===== src/rtl/cnt_pkg.sv =====
// Shared types, constants and count arithmetic for the presettable up/down counter family.
package cnt_pkg;

  localparam int unsigned CALC_W = 64;

  localparam logic UP      = 1'b1;
  localparam logic DN      = 1'b0;
  localparam logic WRAP    = 1'b0;
  localparam logic ONESHOT = 1'b1;

  typedef logic [CALC_W-1:0] calc_t;

  typedef enum logic [1:0] {
    ACT_HOLD  = 2'd0,
    ACT_CLEAR = 2'd1,
    ACT_LOAD  = 2'd2,
    ACT_COUNT = 2'd3
  } cnt_act_e;

  // Up terminal also catches out-of-range values so a bad load recovers on the next count.
  function automatic logic is_terminal(input calc_t q, input logic ud, input calc_t modulus);
    logic term;
    if (ud == UP) term = (q >= (modulus - calc_t'(1)));
    else          term = (q == '0);
    return term;
  endfunction

  function automatic calc_t next_count(input calc_t q, input logic ud, input calc_t modulus);
    calc_t nxt;
    if (is_terminal(q, ud, modulus)) nxt = (ud == UP) ? '0 : (modulus - calc_t'(1));
    else                             nxt = (ud == UP) ? (q + calc_t'(1)) : (q - calc_t'(1));
    return nxt;
  endfunction

  // Edge action with clear > load > count > hold priority; pe_n is the active-low load strobe.
  function automatic cnt_act_e decode_action(input logic sr, input logic pe_n,
                                             input logic cep, input logic cet);
    cnt_act_e act;
    if (sr)              act = ACT_CLEAR;
    else if (!pe_n)      act = ACT_LOAD;
    else if (cep && cet) act = ACT_COUNT;
    else                 act = ACT_HOLD;
    return act;
  endfunction

endpackage


===== src/rtl/cnt_term_detect.sv =====
// Combinational terminal-state and cascade TC detection for one counter stage.
module cnt_term_detect
  import cnt_pkg::*;
#(
  parameter int unsigned     WIDTH   = 4,
  parameter longint unsigned MODULUS = 16
) (
  input  logic [WIDTH-1:0] q,
  input  logic             ud,
  input  logic             cet,
  output logic             term_c,
  output logic             tc_c
);

  always_comb begin
    term_c = is_terminal(calc_t'(q), ud, calc_t'(MODULUS));
    tc_c   = cet & term_c;
  end

endmodule


===== src/rtl/cnt_updown_mod.sv =====
// Parametrised presettable up/down counter with sync clear, one-shot mode and cascade TC.
module cnt_updown_mod
  import cnt_pkg::*;
#(
  parameter int unsigned     WIDTH   = 4,
  parameter longint unsigned MODULUS = 16,
  parameter longint unsigned RST_VAL = 0
) (
  input  logic             CP,
  input  logic             MR,
  input  logic             SR,
  input  logic             PE,
  input  logic             CEP,
  input  logic             CET,
  input  logic             UD,
  input  logic             OS,
  input  logic [WIDTH-1:0] D,
  output logic [WIDTH-1:0] Q,
  output logic             TC,
  output logic             DONE
);

  localparam longint unsigned MAX_MOD = 64'd1 << WIDTH;

  if (WIDTH < 2 || WIDTH > 32) begin : g_bad_width
    $error("cnt_updown_mod: WIDTH=%0d outside 2..32", WIDTH);
  end
  if (MODULUS < 2 || MODULUS > MAX_MOD) begin : g_bad_modulus
    $error("cnt_updown_mod: MODULUS=%0d outside 2..2**WIDTH", MODULUS);
  end
  if (RST_VAL >= MODULUS) begin : g_bad_rst_val
    $error("cnt_updown_mod: RST_VAL=%0d not below MODULUS", RST_VAL);
  end

  logic             term_c;
  logic [WIDTH-1:0] step_c;
  logic [WIDTH-1:0] q_nxt;
  logic             done_nxt;
  cnt_act_e         act_c;

  cnt_term_detect #(
    .WIDTH   (WIDTH),
    .MODULUS (MODULUS)
  ) u_term (
    .q      (Q),
    .ud     (UD),
    .cet    (CET),
    .term_c (term_c),
    .tc_c   (TC)
  );

  assign step_c = WIDTH'(next_count(calc_t'(Q), UD, calc_t'(MODULUS)));

  // Next-state selection; one-shot at terminal freezes Q and latches DONE.
  always_comb begin
    q_nxt    = Q;
    done_nxt = DONE;
    act_c    = decode_action(SR, PE, CEP, CET);
    case (act_c)
      ACT_CLEAR: begin
        q_nxt    = '0;
        done_nxt = 1'b0;
      end
      ACT_LOAD: begin
        q_nxt    = D;
        done_nxt = 1'b0;
      end
      ACT_COUNT: begin
        if (OS == ONESHOT && term_c) done_nxt = 1'b1;
        else                         q_nxt    = step_c;
      end
      default: begin
        q_nxt    = Q;
        done_nxt = DONE;
      end
    endcase
  end

  always_ff @(posedge CP or posedge MR) begin
    if (MR) begin
      Q    <= WIDTH'(RST_VAL);
      DONE <= 1'b0;
    end else begin
      Q    <= q_nxt;
      DONE <= done_nxt;
    end
  end

endmodule


===== config.mk =====
export PLATFORM = sky130hd
export DESIGN_NAME = cnt_updown_mod
export DESIGN_NICKNAME = d
export VERILOG_FILES = /design/src/rtl/cnt_pkg.sv /design/src/rtl/cnt_term_detect.sv /design/src/rtl/cnt_updown_mod.sv
export SDC_FILE = /design/constraint.sdc
export NUM_CORES = 1
export LEC_CHECK = 0
export CAP_MARGIN = 5
export CELL_PAD_IN_SITES_DETAIL_PLACEMENT = 0
export CELL_PAD_IN_SITES_GLOBAL_PLACEMENT = 1
export CORE_MARGIN = 5
export CORE_UTILIZATION = 33
export CTS_BUF_LIST = sky130_fd_sc_hd__clkbuf_2
export CTS_CLUSTER_SIZE = 14
export DETAILED_ROUTE_END_ITERATION = 16
export PLACE_DENSITY_LB_ADDON = 0.1
export SLEW_MARGIN = 0
export SYNTH_ARGS = -nofsm -noshare
export SYNTH_HDL_FRONTEND = slang
export SYNTH_SLANG_ARGS = --single-unit

===== constraint.sdc =====
create_clock -name CP -period 2.4 [get_ports CP]
set_clock_uncertainty 0.05 [all_clocks]
set_input_delay 0.24 -clock CP [delete_from_list [all_inputs] [get_ports CP]]
set_output_delay 0.24 -clock CP [all_outputs]
set_load 0.005 [all_outputs]

==> out/results.txt <==
Setup TNS - 0 ps
Final hold viol count - 0
Initial antenna violation count - 0
GRT Total Usage - 12.8%
Clock power share - 30.3%
CP required - 2110 ps
Slowest cell on crit path - clkdlybuf4s50_1
1st-pass router iterations - 4
CP Launch Type - register
Worst setup EP type - output port
Placed cells - 86
First-pass GRT wire length - 1.98 mm
Die ar. - 0.00219 mm²
Largest stage delay, worst path - 490 ps
Initial DRC count - 13
Post-Syn Area per Cell - 8.43 µm²
Sw frac - 29.2%
Post-cts sizing count - 0
Die H - 46.8 µm
EDFF count, synth - 0
Wire per inst - 13.8 µm
Clk pin slew, worst setup/hold paths - 50 ps
DP Wirelength - 992 µm
Cells after Synth - 53
Cell taking the most area after synthesis - dfrtp_1
Worst r2r dst - Q[3]
Min Hold Slack - 185 ps
Synth Warn # - 0
Area Overhead vs Synth - 48.5%
Max-cap check violation count - 0
Final Wtd Congestion - 0.702
Least-Margin Pin Slew - 372 ps
Combinational fraction of design power - 32.1%
Critical path type - register to output port
Internal power - 0.177 mW
Critical path's top delay family - simple AND/OR/NAND/NOR gates
Max Slew Vio Count - 0
Clock Tree Buf Depth - 2
Sequential power share - 37.6%
#FFs+latches synth - 5
PD cells - 377 mW/mm²
# hold bufs at CTS - 0
Drt drc - 0
Vias in the first global route - 465
R2R Setup Slk - 630 ps
DRT Wirelength - 1.24 mm
Sw power - 0.0729 mW
CTS HTree Levels - 1
# rows - 13
Share of post-route cells with drive strength above 1 - 13.3%
Number of port buffers - 17
DRT antenna net count - 0
Max FO, Critical Path - 5
Antenna cells - 0
TritonCTS Sinks - 5
Finished Layout Cells - 90
Netlist cell types - 24
Vias - 455
Setup violators final - 0
Grt ovf - 0
Final core utilization - 51.6%
Post-synth top cells - nand2_1, nor2_1, dfrtp_1, inv_1
Tcrit/Tclk final - 89.3%
Hold WC Path Type - input port to async pin
Register area share after synthesis - 28.0%
Worst r2r src - Q[1]
RSZ-0062 raised after global routing - no
Crit path cell chain - nor3_1 -> a2bb2o_4 -> and2_2 -> clkdlybuf4s50_1
Vias per cell - 5.06
Largest net degree at the start of global routing - 8
Outcome - complete, no violations
Die X - 46.8 µm
Synth Flop Type - dfrtp_1
Worst-Skew Late Latency - 210 ps
Cell Area, Synth - 447 µm²
Post-synth ARST share - 100%
LEAKAGE - 0.279 nW
Reg2reg path depth - 6
CTS tree - built
Post-layout net count - 91
Syn nets - 68
Synth top area share - 28.0%
Fmax - 466 MHz
Dominant cells by area after synthesis - dfrtp_1, a22oi_1, ha_1
Crit path buf inv count - 1
Initial Util - 34.8%
Core area - 0.00128 mm²
CTS buffer count - 3
Root Driver - clkbuf_2
Rel. slew slack - 75.0%
Total power - 0.250 mW
Crit path time final - 2140 ps
Maximum VDD drop - 0.252 mV
Num ports - 18
Setup repair bufs after CTS - 0
Crit path DAT - 1850 ps
## placed cells by master, fill, tap and decap left out, drive strengths merged, types with 2 or more instances in the layout
| cell type | synthesis | final |
|---|---|---|
| a21oi | 4 | 4 |
| a22oi | 4 | 4 |
| clkbuf | 0 | 4 |
| clkdlybuf4s50 | 0 | 17 |
| dfrtp | 5 | 5 |
| ha | 2 | 2 |
| inv | 5 | 5 |
| nand2 | 6 | 6 |
| nand3 | 2 | 2 |
| nor2 | 6 | 6 |
| o21ai | 6 | 6 |
## area by class of cell
type / count / area, µm²
clock buffers: 4 / 20.0
multi-input cells: 43 / 303
repair buffers: 18 / 178
well taps: 15 / 18.8
inverters: 5 / 18.8
flip-flops and latches: 5 / 125
fillers: 132 / 622
## power by group through the flow
stage / logic (mW) / clock network, mW / registers (mW)
floorplan: 0.0393 / 0 / 0.0941
global placement: 0.0803 / 0 / 0.0955
detailed placement: 0.0801 / 0 / 0.0953
CTS: 0.0806 / 0.0779 / 0.0940
global route: 0.0880 / 0.0849 / 0.0945
finish: 0.0802 / 0.0756 / 0.0940
## cell families (layout without fill, tap and decap cells)
kind of cell	after synthesis	in the layout	share of synthesized area [%]
adders and majority gates	3	3	10.1
and+or+nand+nor	18	18	19.3
DFF	5	5	28.0
buffers and inverters	5	27	4.20
muxes	1	1	2.24
AOI/OAI and AO/OA	20	20	34.2
xor gates and xnor gates	1	1	1.96
## stage by stage
step,area [µm²],worst slack (ps)
global route,663,135
finish,663,256
CTS,663,232
detailed placement,643,312
floorplan,447,761
global placement,643,342
## metal layers
metal  wire, µm  track usage, %  vias to the layer above
met1        623            18.0                      205
met4          0            6.63                        0
li1           -               -                      235
met5          0               0                        -
met2        548            19.0                       15
met3         67            1.92                        0
## state kept, by name (all words and copies together), names as in the netlist
name / flops
Q: 4
DONE: 1
## worst max path at each step
stage	from	end	slack (ps)	cells after the start
after floorplan	Q[1]	Q[3]	760	6
after detailed placement	UD	Q[3]	310	8
final	Q[2]	TC	260	4
after CTS	Q[2]	TC	230	4
after global routing	Q[0]	TC	130	4
after global placement	UD	Q[3]	340	8
Note: power is estimated with default switching activity, not from simulation.
